### config.mk
export PLATFORM = sky130hd
export DESIGN_NAME = ethernet_control_unit_multislot
export DESIGN_NICKNAME = d
export VERILOG_FILES = /design/src/rtl/ethernet_control_unit_multislot.sv
export SDC_FILE = /design/constraint.sdc
export NUM_CORES = 1
export LEC_CHECK = 0
export CORE_MARGIN = 3
export CORE_UTILIZATION = 40
export CTS_BUF_LIST = sky130_fd_sc_hd__clkbuf_4 sky130_fd_sc_hd__clkbuf_8
export DETAILED_ROUTE_END_ITERATION = 8
export PLACE_DENSITY = 0.74
export RECOVER_POWER = 25
export SYNTH_ARGS = -nofsm -noshare
export SYNTH_HDL_FRONTEND = slang
export SYNTH_SLANG_ARGS = --single-unit
### constraint.sdc
create_clock -name clk_i -period 4.55 [get_ports clk_i]
set_input_delay 0.6825 -clock clk_i [delete_from_list [all_inputs] [get_ports clk_i]]
set_output_delay 0.6825 -clock clk_i [all_outputs]
set_load 0.01 [all_outputs]
### src/rtl/ethernet_control_unit_multislot.sv
// ethernet_control_unit_multislot
// MMIO control unit for a Liteeth-compatible Ethernet controller with several
// RX/TX slots. It owns the RX slot ring, the TX command queue and the
// interrupt state. It also routes MMIO buffer accesses to the MAC-side RAMs.
//
// Optional feature: define ETH_CTRL_STATS_EN to add three read-only saturating
// frame counters (rx_frames 0x54, rx_drops 0x58, tx_frames 0x5C).
//
// Ports:
//   clk_i, reset_i                 clock, synchronous active-high reset
//   addr_i, read_en_i, write_en_i  MMIO request (byte address)
//   write_mask_i, write_data_i     MMIO byte mask and write data
//   read_data_o                    read data, valid one cycle after read_en_i
//   debug_info_i                   debug word returned at offset 0x50
//   packet_r*                      RX buffer read request / 1-cycle data
//   packet_w*                      TX buffer write request
//   rx_wslot_o, rx_full_o          slot the MAC fills next / ring full
//   rx_done_v_i, rx_done_size_i    MAC finished a frame of given length
//   tx_v_o, tx_slot_o, tx_size_o   head of the TX queue
//   tx_yumi_i, tx_done_i           MAC dequeues head / finished a frame
//   irq_o                          combined interrupt
module ethernet_control_unit_multislot #(
   parameter int eth_mtu_p    = 2048,
   parameter int data_width_p = 32,
   parameter int rx_slots_p   = 2,
   parameter int tx_slots_p   = 2,
   localparam int rx_slot_w   = (rx_slots_p > 1) ? $clog2(rx_slots_p) : 1,
   localparam int tx_slot_w   = (tx_slots_p > 1) ? $clog2(tx_slots_p) : 1,
   localparam int size_w      = $clog2(eth_mtu_p + 1),
   localparam int paddr_w     = $clog2(eth_mtu_p),
   localparam int reg_base    = 2 ** $clog2((rx_slots_p + tx_slots_p) * eth_mtu_p),
   localparam int addr_w      = $clog2(reg_base) + 1,
   localparam int mask_w      = data_width_p / 8
) (
   input  logic                    clk_i,
   input  logic                    reset_i,
   input  logic [addr_w-1:0]       addr_i,
   input  logic                    read_en_i,
   input  logic                    write_en_i,
   input  logic [mask_w-1:0]       write_mask_i,
   input  logic [data_width_p-1:0] write_data_i,
   output logic [data_width_p-1:0] read_data_o,
   input  logic [15:0]             debug_info_i,
   output logic                    packet_rvalid_o,
   output logic [rx_slot_w-1:0]    packet_rslot_o,
   output logic [paddr_w-1:0]      packet_raddr_o,
   input  logic [data_width_p-1:0] packet_rdata_i,
   output logic                    packet_wvalid_o,
   output logic [tx_slot_w-1:0]    packet_wslot_o,
   output logic [paddr_w-1:0]      packet_waddr_o,
   output logic [data_width_p-1:0] packet_wdata_o,
   output logic [mask_w-1:0]       packet_wmask_o,
   output logic [rx_slot_w-1:0]    rx_wslot_o,
   output logic                    rx_full_o,
   input  logic                    rx_done_v_i,
   input  logic [size_w-1:0]       rx_done_size_i,
   output logic                    tx_v_o,
   output logic [tx_slot_w-1:0]    tx_slot_o,
   output logic [size_w-1:0]       tx_size_o,
   input  logic                    tx_yumi_i,
   input  logic                    tx_done_i,
   output logic                    irq_o
);

   localparam int ofs_w    = addr_w - 1;
   localparam int bidx_w   = addr_w - 1 - paddr_w;
   localparam int rx_cnt_w = $clog2(rx_slots_p + 1);
   localparam int tx_cnt_w = $clog2(tx_slots_p + 1);
   localparam logic [rx_cnt_w-1:0]     rx_full_cnt = rx_cnt_w'(rx_slots_p);
   localparam logic [tx_cnt_w-1:0]     tx_full_cnt = tx_cnt_w'(tx_slots_p);
   localparam logic [rx_slot_w-1:0]    rx_last     = rx_slot_w'(rx_slots_p - 1);
   localparam logic [tx_slot_w-1:0]    tx_last     = tx_slot_w'(tx_slots_p - 1);
   localparam logic [data_width_p-1:0] mtu_d       = data_width_p'(eth_mtu_p);
   localparam logic [data_width_p-1:0] tx_slots_d  = data_width_p'(tx_slots_p);

   typedef enum logic [3:0] {
      R_NONE, R_RX_SLOT, R_RX_LEN, R_RX_PEND, R_RX_EN, R_TX_START, R_TX_READY,
      R_TX_SLOT, R_TX_LEN, R_TX_PEND, R_TX_EN, R_DEBUG, R_RX_FRAMES, R_RX_DROPS,
      R_TX_FRAMES
   } reg_sel_e;

   function automatic logic [rx_slot_w-1:0] rx_inc(input logic [rx_slot_w-1:0] p);
      return (p == rx_last) ? '0 : p + 1'b1;
   endfunction

   function automatic logic [tx_slot_w-1:0] tx_inc(input logic [tx_slot_w-1:0] p);
      return (p == tx_last) ? '0 : p + 1'b1;
   endfunction

   // Address split: the top bit selects the register window; below it the
   // buffer space is carved into mtu-sized slots, RX slots first, then TX.
   logic              in_regs;
   logic [ofs_w-1:0]  reg_off;
   logic [bidx_w-1:0] buf_idx;
   logic              hit_rx_buf, hit_tx_buf;
   reg_sel_e          reg_sel;
   logic              reg_readable, reg_writable;

   assign in_regs    = addr_i[addr_w-1];
   assign reg_off    = addr_i[addr_w-2:0];
   assign buf_idx    = addr_i[addr_w-2:paddr_w];
   assign hit_rx_buf = !in_regs && (int'(buf_idx) < rx_slots_p);
   assign hit_tx_buf = !in_regs && (int'(buf_idx) >= rx_slots_p)
                       && (int'(buf_idx) < rx_slots_p + tx_slots_p);

   // Register offset decode; the counter offsets only exist with stats enabled.
   always_comb begin
      reg_sel = R_NONE;
      if (in_regs) begin
         case (reg_off)
            ofs_w'(8'h00): reg_sel = R_RX_SLOT;
            ofs_w'(8'h04): reg_sel = R_RX_LEN;
            ofs_w'(8'h10): reg_sel = R_RX_PEND;
            ofs_w'(8'h14): reg_sel = R_RX_EN;
            ofs_w'(8'h18): reg_sel = R_TX_START;
            ofs_w'(8'h1C): reg_sel = R_TX_READY;
            ofs_w'(8'h24): reg_sel = R_TX_SLOT;
            ofs_w'(8'h28): reg_sel = R_TX_LEN;
            ofs_w'(8'h30): reg_sel = R_TX_PEND;
            ofs_w'(8'h34): reg_sel = R_TX_EN;
            ofs_w'(8'h50): reg_sel = R_DEBUG;
`ifdef ETH_CTRL_STATS_EN
            ofs_w'(8'h54): reg_sel = R_RX_FRAMES;
            ofs_w'(8'h58): reg_sel = R_RX_DROPS;
            ofs_w'(8'h5C): reg_sel = R_TX_FRAMES;
`endif
            default:       reg_sel = R_NONE;
         endcase
      end
      reg_writable = reg_sel inside {R_RX_PEND, R_RX_EN, R_TX_START, R_TX_SLOT,
                                     R_TX_LEN, R_TX_PEND, R_TX_EN};
      reg_readable = (reg_sel != R_NONE) &&
                     !(reg_sel inside {R_RX_EN, R_TX_START, R_TX_SLOT, R_TX_LEN, R_TX_EN});
   end

   // Buffer requests go straight through to the RAMs in the access cycle.
   assign packet_rvalid_o = read_en_i && hit_rx_buf;
   assign packet_rslot_o  = rx_slot_w'(buf_idx);
   assign packet_raddr_o  = addr_i[paddr_w-1:0];
   assign packet_wvalid_o = write_en_i && hit_tx_buf;
   assign packet_wslot_o  = tx_slot_w'(buf_idx - bidx_w'(rx_slots_p));
   assign packet_waddr_o  = addr_i[paddr_w-1:0];
   assign packet_wdata_o  = write_data_i;
   assign packet_wmask_o  = write_mask_i;

   // State
   logic [rx_slot_w-1:0] rx_rd_ptr_q, rx_wr_ptr_q, rx_rd_ptr_n, rx_wr_ptr_n;
   logic [rx_cnt_w-1:0]  rx_count_q, rx_count_n;
   logic [size_w-1:0]    rx_len_q [rx_slots_p];
   logic [tx_slot_w-1:0] tx_head_q, tx_tail_q, tx_head_n, tx_tail_n;
   logic [tx_cnt_w-1:0]  tx_count_q, tx_count_n;
   logic [tx_slot_w-1:0] tx_slot_fifo_q [tx_slots_p];
   logic [size_w-1:0]    tx_size_fifo_q [tx_slots_p];
   logic [tx_slot_w-1:0] stage_slot_q, stage_slot_n;
   logic [size_w-1:0]    stage_len_q, stage_len_n;
   logic                 rx_en_q, rx_en_n, tx_en_q, tx_en_n;
   logic                 tx_pend_q, tx_pend_n, irq_q;
   logic [data_width_p-1:0] rd_q, rd_val, wdata_m;
   logic                 buf_sel_q;
   logic                 rx_pop, rx_push, rx_drop, tx_enq, tx_deq, enq_req, decode_err;
`ifdef ETH_CTRL_STATS_EN
   logic [31:0]          rx_frames_q, rx_drops_q, tx_frames_q;
`endif

   // Byte-masked write data so partial writes only touch enabled lanes.
   always_comb begin
      wdata_m = '0;
      for (int b = 0; b < mask_w; b++)
         wdata_m[b*8 +: 8] = write_mask_i[b] ? write_data_i[b*8 +: 8] : 8'h00;
   end

   // Ring and queue handshakes. A pop frees a slot in the same cycle, so a
   // done arriving while full is still accepted when a pop accompanies it.
   assign rx_pop  = write_en_i && (reg_sel == R_RX_PEND) && wdata_m[0] && (rx_count_q != '0);
   assign rx_push = rx_done_v_i && ((rx_count_q != rx_full_cnt) || rx_pop);
   assign rx_drop = rx_done_v_i && !rx_push;
   assign tx_deq  = tx_yumi_i && tx_v_o;
   assign enq_req = write_en_i && (reg_sel == R_TX_START);
   assign tx_enq  = enq_req && ((tx_count_q != tx_full_cnt) || tx_deq);

   // Next-state for pointers, counts, staging and interrupt bits.
   always_comb begin
      rx_rd_ptr_n  = rx_pop  ? rx_inc(rx_rd_ptr_q) : rx_rd_ptr_q;
      rx_wr_ptr_n  = rx_push ? rx_inc(rx_wr_ptr_q) : rx_wr_ptr_q;
      rx_count_n   = rx_count_q;
      if (rx_push && !rx_pop) rx_count_n = rx_count_q + 1'b1;
      if (!rx_push && rx_pop) rx_count_n = rx_count_q - 1'b1;
      tx_head_n    = tx_deq ? tx_inc(tx_head_q) : tx_head_q;
      tx_tail_n    = tx_enq ? tx_inc(tx_tail_q) : tx_tail_q;
      tx_count_n   = tx_count_q;
      if (tx_enq && !tx_deq) tx_count_n = tx_count_q + 1'b1;
      if (!tx_enq && tx_deq) tx_count_n = tx_count_q - 1'b1;
      stage_slot_n = stage_slot_q;
      stage_len_n  = stage_len_q;
      rx_en_n      = rx_en_q;
      tx_en_n      = tx_en_q;
      tx_pend_n    = tx_pend_q;
      if (write_en_i) begin
         case (reg_sel)
            R_TX_SLOT: stage_slot_n = tx_slot_w'(wdata_m);
            R_TX_LEN:  stage_len_n  = (wdata_m > mtu_d) ? size_w'(eth_mtu_p) : size_w'(wdata_m);
            R_RX_EN:   rx_en_n      = wdata_m[0];
            R_TX_EN:   tx_en_n      = wdata_m[0];
            R_TX_PEND: if (wdata_m[0]) tx_pend_n = 1'b0;
            default:   ;
         endcase
      end
      if (tx_done_i) tx_pend_n = 1'b1;
   end

   // Register read mux, sampled into the output stage on read_en_i.
   always_comb begin
      rd_val = '0;
      case (reg_sel)
         R_RX_SLOT:   rd_val = data_width_p'(rx_rd_ptr_q);
         R_RX_LEN:    rd_val = (rx_count_q != '0) ? data_width_p'(rx_len_q[rx_rd_ptr_q]) : '0;
         R_RX_PEND:   rd_val = data_width_p'(rx_count_q != '0);
         R_TX_READY:  rd_val = data_width_p'(tx_count_q != tx_full_cnt);
         R_TX_PEND:   rd_val = data_width_p'(tx_pend_q);
         R_DEBUG:     rd_val = data_width_p'(debug_info_i);
`ifdef ETH_CTRL_STATS_EN
         R_RX_FRAMES: rd_val = data_width_p'(rx_frames_q);
         R_RX_DROPS:  rd_val = data_width_p'(rx_drops_q);
         R_TX_FRAMES: rd_val = data_width_p'(tx_frames_q);
`endif
         default:     rd_val = '0;
      endcase
   end

   // Main state registers. irq is computed from next-state values so it
   // reacts in the cycle right after the causing event.
   always_ff @(posedge clk_i) begin
      if (reset_i) begin
         rx_rd_ptr_q  <= '0;
         rx_wr_ptr_q  <= '0;
         rx_count_q   <= '0;
         tx_head_q    <= '0;
         tx_tail_q    <= '0;
         tx_count_q   <= '0;
         stage_slot_q <= '0;
         stage_len_q  <= '0;
         rx_en_q      <= 1'b0;
         tx_en_q      <= 1'b0;
         tx_pend_q    <= 1'b0;
         irq_q        <= 1'b0;
         for (int i = 0; i < rx_slots_p; i++) rx_len_q[i] <= '0;
         for (int i = 0; i < tx_slots_p; i++) begin
            tx_slot_fifo_q[i] <= '0;
            tx_size_fifo_q[i] <= '0;
         end
      end else begin
         rx_rd_ptr_q  <= rx_rd_ptr_n;
         rx_wr_ptr_q  <= rx_wr_ptr_n;
         rx_count_q   <= rx_count_n;
         tx_head_q    <= tx_head_n;
         tx_tail_q    <= tx_tail_n;
         tx_count_q   <= tx_count_n;
         stage_slot_q <= stage_slot_n;
         stage_len_q  <= stage_len_n;
         rx_en_q      <= rx_en_n;
         tx_en_q      <= tx_en_n;
         tx_pend_q    <= tx_pend_n;
         irq_q        <= ((rx_count_n != '0) && rx_en_n) || (tx_pend_n && tx_en_n);
         if (rx_push) rx_len_q[rx_wr_ptr_q] <= rx_done_size_i;
         if (tx_enq) begin
            tx_slot_fifo_q[tx_tail_q] <= stage_slot_q;
            tx_size_fifo_q[tx_tail_q] <= stage_len_q;
         end
      end
   end

   // Output stage. Buffer data arrives a cycle after the request, so it is
   // passed through while buf_sel_q is set and captured afterwards to hold.
   always_ff @(posedge clk_i) begin
      if (reset_i) begin
         rd_q      <= '0;
         buf_sel_q <= 1'b0;
      end else begin
         buf_sel_q <= read_en_i && hit_rx_buf;
         if (read_en_i && !hit_rx_buf) rd_q <= rd_val;
         else if (buf_sel_q)           rd_q <= packet_rdata_i;
      end
   end

`ifdef ETH_CTRL_STATS_EN
   // Saturating frame counters.
   always_ff @(posedge clk_i) begin
      if (reset_i) begin
         rx_frames_q <= '0;
         rx_drops_q  <= '0;
         tx_frames_q <= '0;
      end else begin
         if (rx_push && (rx_frames_q != '1))   rx_frames_q <= rx_frames_q + 1'b1;
         if (rx_drop && (rx_drops_q != '1))    rx_drops_q  <= rx_drops_q + 1'b1;
         if (tx_done_i && (tx_frames_q != '1)) tx_frames_q <= tx_frames_q + 1'b1;
      end
   end
`endif

   assign read_data_o = buf_sel_q ? packet_rdata_i : rd_q;
   assign rx_wslot_o  = rx_wr_ptr_q;
   assign rx_full_o   = (rx_count_q == rx_full_cnt);
   assign tx_v_o      = (tx_count_q != '0);
   assign tx_slot_o   = tx_slot_fifo_q[tx_head_q];
   assign tx_size_o   = tx_size_fifo_q[tx_head_q];
   assign irq_o       = irq_q;

   // Software misuse detection; it has no effect on the hardware state.
   always_comb begin
      decode_err = 1'b0;
      if ((read_en_i || write_en_i) && !hit_rx_buf && !hit_tx_buf && (reg_sel == R_NONE))
         decode_err = 1'b1;
      if (write_en_i && (hit_rx_buf || ((reg_sel != R_NONE) && !reg_writable)))
         decode_err = 1'b1;
      if (read_en_i && (hit_tx_buf || ((reg_sel != R_NONE) && !reg_readable)))
         decode_err = 1'b1;
      if (read_en_i && write_en_i)
         decode_err = 1'b1;
      if (write_en_i && (reg_sel == R_TX_SLOT) && (wdata_m >= tx_slots_d))
         decode_err = 1'b1;
      if (enq_req && !tx_enq)
         decode_err = 1'b1;
   end

   always_ff @(posedge clk_i) begin
      if (!reset_i) begin
         assert (!decode_err)
            else $error("ethernet_control_unit_multislot: decode error at address %h", addr_i);
      end
   end

endmodule

# After elaboration in Yosys (flattened, before gate mapping)
# Memory sizes are Yosys's and may differ from the RTL's. A register that Yosys moved wholly into a read port is not among the register bits.
# Index checks and enable logic that the tools add are counted.
[word_totals]
inputBits = 117
mem_count = 3
word_cells = 140
ramBits = 50
register_bits = 58
output_inout_bits = 111
[mem_list]
columns = ["memory", "depth", "width", "rd", "rd_clocked_by_memory_dff", "write_ports", "line", "rtl"]
rows = [
  ["rx_len_q", 2, 12, 1, 1, 2, "149", "logic [size_w-1:0] rx_len_q [rx_slots_p];"],
  ["tx_size_fifo_q", 2, 12, 1, 1, 2, "153", "logic [size_w-1:0] tx_size_fifo_q [tx_slots_p];"],
  ["tx_slot_fifo_q", 2, 1, 1, 1, 2, "152", "logic [tx_slot_w-1:0] tx_slot_fifo_q [tx_slots_p];"],
]
[op_classes]
eq_ne = 24
magnitude_cmp = 3
reduce_logical = 37
n_mux = 50
add_sub_neg = 9
[op_table]
columns = ["operator", "n"]
rows = [
  ["$pmux 16 s6", 1],
  ["$mux 32", 2],
  ["$eq 13x5->1 const B", 4],
  ["$eq 13x6->1 const B", 4],
  ["$mux 12", 4],
  ["$pmux 4 s11", 1],
  ["$mux 1", 33],
  ["$gt 32x12->1 const B", 1],
  ["$mux 8", 4],
  ["$reduce_or 12->1", 2],
  ["$logic_and 1x1->1", 18],
  ["$eq 4x3->1 const B", 4],
  ["$eq 4x4->1 const B", 4],
  ["$eq 13x3->1 const B", 1],
  ["$eq 13x7->1 const B", 1],
  ["$logic_not 13->1", 1],
  ["$eq 4x2->1 const B", 2],
  ["$mux 2", 4],
  ["$reduce_bool 2->1", 4],
  ["$logic_not 1->1", 6],
  ["$add 1x1->1 const B", 4],
  ["$add 2x1->2 const B", 2],
  ["$eq 4x1->1 const B", 1],
  ["$mux 4", 1],
  ["9 further kinds", 14],
]

# Logic depth before layout (Yosys ltp)
# Gate-level depths: netlist of run 1.
[depth]
word_depth = 15
depth_mapped = 10
ltp_nobuf = 8

# Least setup slack after synthesis of run 1
# OpenSTA, ideal clock, no wires.
[synth_timing]
path_kind = "input -> register"
from = "in addr_i[3]"
to = "mem rx_len_q[0][0] in the netlist's numbering, enable pin"
setup_ns = 0.383
path_buffers = 1
path_stages = 6
required_ns = 4.167
path_slack_ns = 1.242
t_arrival_ns = 2.924
path_cell_list = "buf_6 > or4_4 > or3_4 > a2111oi_4 > o21ai_4 > o21bai_1"
[synth_lines]
columns = ["element", "line", "rtl"]
rows = [
  ["start: declaration", "37", "input logic [addr_w-1:0] addr_i,"],
  ["end: declaration", "149", ""],
]

==> reports/results.txt, run 1 <==
The flow ran to the end, and the final reports show no timing, DRC or antenna violations. For the worst endpoint required time, the log shows 4.61 ns. Summing every instance area after synthesis gives 0.005803 mm2.

Dividing the detail-routed wire length by the instance count gives 17.97 um. The min-delay analysis places its worst path in the category reg -> reg. The post-route DRC violation count was 0; the transition time at the pin with the least slew margin was 0.8770 ns. IR analysis of the VDD net gives a maximum drop of 0.0002501 V.

The fraction of post-synthesis cell area in the top cell type by area came out at 25.87%. The worst setup path startpoint is addr_i[2]. Sequential cells were found to cover 46.57% of the synthesized design area. The number of buffers and inverters on the critical path is 2.

The Yosys step of the flow raised 0 warnings. The average size of a mapped cell is 10.81 um2, and the hold buffer count at CTS is 0. The biggest area consumer among synthesized cells was edfxtp_1. The highest metal layer carrying signal wires in the routed design is met4. The detailed-route via count was 4465; the worst setup timing slack at the placement stage was 0.6175 ns. The run gives 4708 as the via count of the first global-routing pass. The critical path's slowest cell is or4_1. The worst hold path startpoint is stage_len_q[9]. Dividing the detail-routed via count by the number of cells gives 5.045. The detailed router put a total of 6479 um of wire on met1. At the worst endpoint, the arrival time is 3.58 ns. Setup repair after global routing left no endpoint under its margin. After technology mapping, the gate count stands at 537. For the core box area, the log shows 0.01404 mm2. Maximum fanout encountered on the critical timing path: 14. Counting flops with a built-in enable in the synthesized netlist gives 50. The logs give 43 for the count of standard-cell rows and 228 for the count of boundary I/O pins.

The peak per-stage delay on the critical path was 0.68 ns. After the last flow step, the layout net total stands at 820. The number of nets handed over by synthesis was 657. Count of unique library cells instantiated by Yosys: 66. The final layout contains routed wiring with a total length of 15910 um. The die is 126.4 um tall.

The final-layout setup total negative slack came out at 0 ns. For the worst-skew pair, the clock arrives at the later sink with an insertion delay of 0.37 ns. The capturing element type of the critical path is a register. For this run the aggregate overflow at the end of global routing stands at 0. Derived from the worst setup path, the maximum achievable clock frequency is 283.6 MHz. TritonCTS created 9 clock buffers. Across the run, the number of max-cap violations was 0. The count of routing violations after the opening detailed-route iteration is 298, and the clock net sink count is 110. The power density over the cells came out at 252.3 mW/mm2. The run gives 3 as the number of levels in the clock H-tree. The logs give 41.33% for the initial cell density of the core and 4 for the number of search-and-repair iterations in the first detailed-routing pass.

The tools report the number of nets with antenna violations after detailed routing as 0. Relative to the synthesized area, the layout overhead comes to 37.90%. The tools report the normalized max-slew margin as 41.54%.

Initial antenna violation count: 0. Cell leakage power: 0.002972 uW. STA classifies the critical path startpoint as a primary input. The family with the most delay on the worst path is simple AND/OR/NAND/NOR gates. After filler insertion, the fill cell instance count of the layout stands at 1214.

The routed design uses 8495 um of met2 wire. In the synthesized netlist the async set-or-reset flop fraction comes to 0%. The logs give 2 for the maximum clock path buffer count and 0 for the number of post-CTS setup repair buffers. For the total routing resource utilization after global routing, the log shows 19.54%. Wire segments on met3 add up to 664 um in the final route.

Clock tree root buffer cell: clkbuf_8. After layout, the worst path uses 77.50% of the clock period. The first global-routing pass estimated 25110 um of wire. For the final database, setup skew stands at 0.02137 ns. The number of hold violations in the final report was 0; the routability congestion estimate from global placement was 0.8693. Traced cell by cell, the critical path runs through clkdlybuf4s50_1 -> nor2_1 -> a31oi_1 -> a21o_1 -> or4_1 -> nor3b_2 -> buf_4 -> or2_2. Number of pins exceeding their max-slew limit in the final report: 0.

The die covers 0.01599 mm2. Yosys instantiated no cell more often than and2_1. The worst setup path is of the in -> reg kind. After synthesis, the cell types taking the most area are edfxtp_1, dfxtp_1, mux2_2. The worst path in the final design needs a cycle of 3.526 ns, including I/O delays and setup.

From left edge to right edge, the die measures 126.4 um. For the count of cells resized by post-cts repair, the log shows 0. Setup violations remaining at the end of the flow were counted as 0. Entering global routing, the biggest net connects 39 pins. In this run the critical register-to-register path is launched from rx_count_q[0]. In the final layout, the share of cells above drive strength 1 is 13.90%. The repair_antennas step left the layout with diodes totalling 0.

The number of flip-flops and latches in the synthesized netlist came out at 110. The clock slew seen by the registers of the worst setup and hold paths is 0.11 ns, and the number of input and output port buffers inserted is 227. The most frequently used flop master after synthesis was dfxtp_1.

Setup slack closes at 1.024 ns. TritonCTS built the clock tree. After legalization and detailed placement, the total HPWL measured 12840 um. After synthesis, the most frequently instantiated cells are and2_1, buf_4, dfxtp_1.
==> state kept, by name, indices dropped and copies added, names as in the netlist, named ones only <==
| register | cells |
|---|---|
| buf_sel_q | 1 |
| tx_tail_q | 1 |
| stage_len_q | 12 |
| tx_slot_fifo_q | 2 |
| rd_q | 32 |
| rx_count_q | 2 |
| rx_en_q | 1 |
| rx_rd_ptr_q | 1 |
| tx_size_fifo_q | 24 |
| tx_count_q | 2 |
| rx_wslot_o | 1 |
| tx_en_q | 1 |
| tx_pend_q | 1 |
| stage_slot_q | 1 |
| rx_len_q | 24 |
| tx_head_q | 1 |
| irq_o | 1 |
==> routing by layer <==
layer | track usage [%] | vias to the layer above
met5 | 0 | -
met4 | 5.552 | 0
met3 | 3.537 | 18
met2 | 34.37 | 104
met1 | 24.57 | 2158
li1 | - | 2185
==> final timing paths <==
check | to | slack [ns] | cells after the start
max | tx_size_fifo_q[1][6] | 1.02 | 8
min | stage_len_q[9] | 0.47 | 2
max reg2reg | rx_len_q[1][5] | 1.45 | 9
min reg2reg | stage_len_q[9] | 0.47 | 2
==> tightest hold or removal path, delay by kind of cell, from the launching register on <==
kind | cells | cell delay [ns]
compound gates | 1 | 0.05
simple gates | 1 | 0.05
flops | 1 | 0.33
==> logic make-up (layout without fill, tap and decap cells) <==
family | count (synthesis) | in the layout | share of synthesized area (%)
DFF | 110 | 110 | 46.57
AOI/OAI and AO/OA | 68 | 68 | 9.293
xor gates and xnor gates | 7 | 7 | 1.057
and+or+nand+nor | 189 | 189 | 19.51
buffers and inverters | 95 | 263 | 10.44
muxes | 65 | 65 | 12.48
adders and majority gates | 3 | 3 | 0.6469
==> cell type report <==
type / instances / area, um2 / share of cell area [%]
Clock buffer: 9 / 123.9 / 1.548
Clock inverter: 7 / 75.07 / 0.9381
Inverter: 10 / 37.54 / 0.4690
Multi-Input combinational cell: 332 / 2495 / 31.18
Sequential cell: 110 / 2703 / 33.77
Tap cell: 180 / 225.2 / 2.814
Timing Repair Buffer: 237 / 2344 / 29.28
==> metrics by stage <==
stage	area [um2]	hold WS (ns)	utilization, %	std cells	total power, uW
2_1_floorplan	5803	0.4357	-	537	1271
3_3_place_gp	7807	0.4548	55.60	869	1465
3_5_place_dp	7807	0.4566	55.60	869	1472
4_1_cts	8006	0.4721	57.02	885	2053
5_1_grt	8003	0.4919	56.99	885	2112
6_report	8003	0.4675	56.99	885	2019
==> cell usage in the layout (no fill, tap or decap), types with 10 or more instances in the layout <==
cell / instances
mux2_2: 59
edfxtp_1: 50
and2_1: 70
inv_1: 10
nand2_1: 20
dlygate4sd3_1: 50
a21oi_1: 13
a221o_1: 11
clkdlybuf4s50_1: 177
nor2_1: 27
nand3_1: 11
dfxtp_1: 60
==> power by group <==
group / leakage, uW / total, uW / internal [uW] / switching (uW)
combinational: 0.00187 / 361 / 204 / 157
sequential: 0.00101 / 1080 / 1070 / 11.3
clock: 0.0000981 / 580 / 218 / 363
total: 0.00297 / 2020 / 1490 / 531
(Power assumes the default switching activity.)
==> inputs of run 2 (changes only) <==
PLACE_DENSITY = 0.77   (was 0.74)
clock period = 3 ns   (was 4.55 ns; I/O delays follow)
==> run 2 against run 1 <==
Worst setup slack worse by 0.82 ns. Critical path depth up 1. Critical endpoint is now tx_size_fifo_q[1][4]. Sequential power up 52%. Worst hold slack better by 0.0046 ns. Flip-flop and latch count unchanged. Power up 53%. Cell area up 4.7%. Die area unchanged. Via count up 5.4%. Clock skew down 0.0024 ns.
==> reports/results.txt, run 2 (same netlist as run 1, synthesis figures left out) <==
The flow ran to the end, and the final reports show no timing, DRC or antenna violations. After detailed routing, the number of remaining DRC violations is 0. Among cell families on the critical path, the largest total delay comes from simple AND/OR/NAND/NOR gates. The normalized max-slew margin was 52.50%; the filler cell count in the final layout was 1157. Initial cell density of the core: 41.33%. The growth of design area from synthesis to finish came out at 44.37%. Subtracting the final worst setup slack from the clock period gives 2.794 ns.

The half-perimeter wire length of the detailed placement result is 13510 um. The number of levels in the clock H-tree was 3; the maximum fanout encountered on the critical timing path was 13. The worst setup path is captured at a register. The number of input and output port buffers inserted was 227; the number of pins exceeding their max-slew limit in the final report was 0. The cell sitting at the root of the clock tree is a clkbuf_8. At the later pin of the worst-skew pair, clock insertion delay measures 0.39 ns. The path type of the worst setup path is in -> reg. The tools report the antenna diode count as 0. After the first detailed-routing iteration, the DRC count stood at 193. After clock tree synthesis, the repair step resized 0 gates. The min-delay analysis places its worst path in the category reg -> reg. The number of hold violations in the final report is 0. In this run the power density over the cells is 367.5 mW/mm2.

Across the run, the number of max-cap violations was 0. In the routed layout, each cell is associated on average with a via count of 5.031. Most common cell after layout, fill and taps aside: clkdlybuf4s50_1. The critical path contains buffers and inverters numbering 3 combined.

The logs give 0 for the initial antenna violation count and 0 for the final global-route overflow total. 228 I/O pins were placed. STA classifies the critical path startpoint as a primary input.

At the end of the flow, the number of nets in the layout was 870. The run gives 0.008199 mm2 as the area of placed instances. Clock skew on the completed layout was measured at 0.01899 ns. Setup repair after global routing left no endpoint under its margin.

The clock slew seen by the registers of the worst setup and hold paths is 0.12 ns. The logs give 26010 um for the wire length of the first global-routing pass and 0.003212 uW for the cell leakage power. The highest attainable clock frequency is 358.0 MHz, and the width of the die is 126.4 um.

Walking the worst path, the cells encountered are clkdlybuf4s50_1 -> or3b_1 -> a211oi_1 -> o21ai_0 -> or4_1 -> buf_4 -> nor3b_2 -> or2_2 -> buf_12. For the pin with the worst max-slew slack, the measured transition is 0.7099 ns. Once detail routing completed, the nets flagged for antenna violations numbered 0. The detailed-route via count is 4704, and the peak per-stage delay on the critical path is 0.47 ns.

In the final layout, the share of cells above drive strength 1 is 19.47%. Final setup violation count: 0. The via count of the first global-routing pass is 4958, and the arrival time of the worst setup path is 2.90 ns.

From bottom edge to top edge, the die measures 126.4 um. The floorplan has 43 rows. Entering global routing, the biggest net connects 32 pins.

At the end of routability-driven placement, the weighted congestion stood at 0.8499. No sink is reached through more buffers than the 2 on the longest clock path. Summing all non-filler instances in the final layout gives an area of 0.008378 mm2. Clock net sink count: 110. The largest registers in the layout are rd_q x32, rx_len_q x24, tx_size_fifo_q x24.

The number of hold buffers added after CTS was 0. The worst-case IR drop observed on VDD is 0.0003803 V. Detailed-route wire length per cell: 17.61 um. In the layout the commonest cells are clkdlybuf4s50_1, and2_1, dfxtp_1, mux2_2, buf_4. TritonCTS built the clock tree. The completed layout was analyzed and its total power is 3079 uW.

The core box area is 0.01404 mm2, and the fraction of the cycle the final worst path needs is 93.12%. Once the clock tree was built, the setup fixing pass inserted 0 buffers. The routed wire length was 16470 um. The total routing resource utilization after global routing was 20.34%. The number of flip-flops under the largest register name was 32.

Ranked by flip-flop count, first place goes to rd_q. The number of search-and-repair iterations in the first detailed-routing pass is 4, and the total die area is 0.01599 mm2. The worst endpoint required time is 3.10 ns.

The slowest stage of the critical path belongs to the cell clkdlybuf4s50_1. Buffers inserted during clock tree synthesis total 9.
-- run 2: where the power goes --
| part | switching, uW | internal [uW] | total [uW] | leakage (uW) |
|---|---|---|---|---|
| Combinational | 247 | 347 | 594 | 0.00211 |
| Clock | 521 | 328 | 849 | 0.0000959 |
| Sequential | 18.8 | 1620 | 1640 | 0.00101 |
-- run 2: stage by stage --
step	worst slack (ns)	std cells	hold WS, ns	utilization (%)	TNS (ns)
after floorplan	0.05913	537	0.4357	-	0
after global placement	-0.1639	919	0.4511	58.39	-8.558
after detailed placement	-0.2176	919	0.4582	58.39	-11.23
after CTS	0.1996	935	0.4744	59.72	0
after global routing	0.08728	935	0.4965	59.66	0
final	0.2063	935	0.4721	59.66	0
-- run 2: tightest hold or removal path: cells and delay by family (launching register included) --
family             cells  cell delay [ns]
DFF                    1             0.33
AOI/OAI and AO/OA      1             0.05
and+or+nand+nor        1             0.06
-- run 2: routing by layer --
| layer | up-vias | GRT usage [%] | wire length, um |
|---|---|---|---|
| li1 | 2286 | - | - |
| met1 | 2280 | 24.83 | 6723 |
| met2 | 111 | 36.49 | 8831 |
| met3 | 27 | 4.084 | 568 |
| met4 | 0 | 5.552 | 347 |
| met5 | - | 0 | 0 |
-- run 2: path summary, 6_finish.rpt --
kind	startpoint	end	slack, ns	cells after the start
setup reg to reg	rx_count_q[0]	rx_len_q[1][11]	0.24	8
setup / recovery	addr_i[3]	tx_size_fifo_q[1][4]	0.21	9
hold / removal	stage_len_q[8]	stage_len_q[8]	0.47	2
hold reg to reg	stage_len_q[8]	stage_len_q[8]	0.47	2
-- run 2: final cells by class --
cell class	count	area, um2	share of cell area (%)
tap	180	225.2	2.688
timing repair buffer	287	2728	32.56
clock buffer	10	131.4	1.568
multi-input combinational	332	2499	29.82
clock inverter	6	55.05	0.6571
sequential	110	2703	32.26
inverter	10	37.54	0.4480
==> inputs of run 3 (changes only) <==
CAP_MARGIN = 20   (was default)
==> results of run 3 <==
Same layout as run 2: the final DEF is identical, and so are final timing and power.
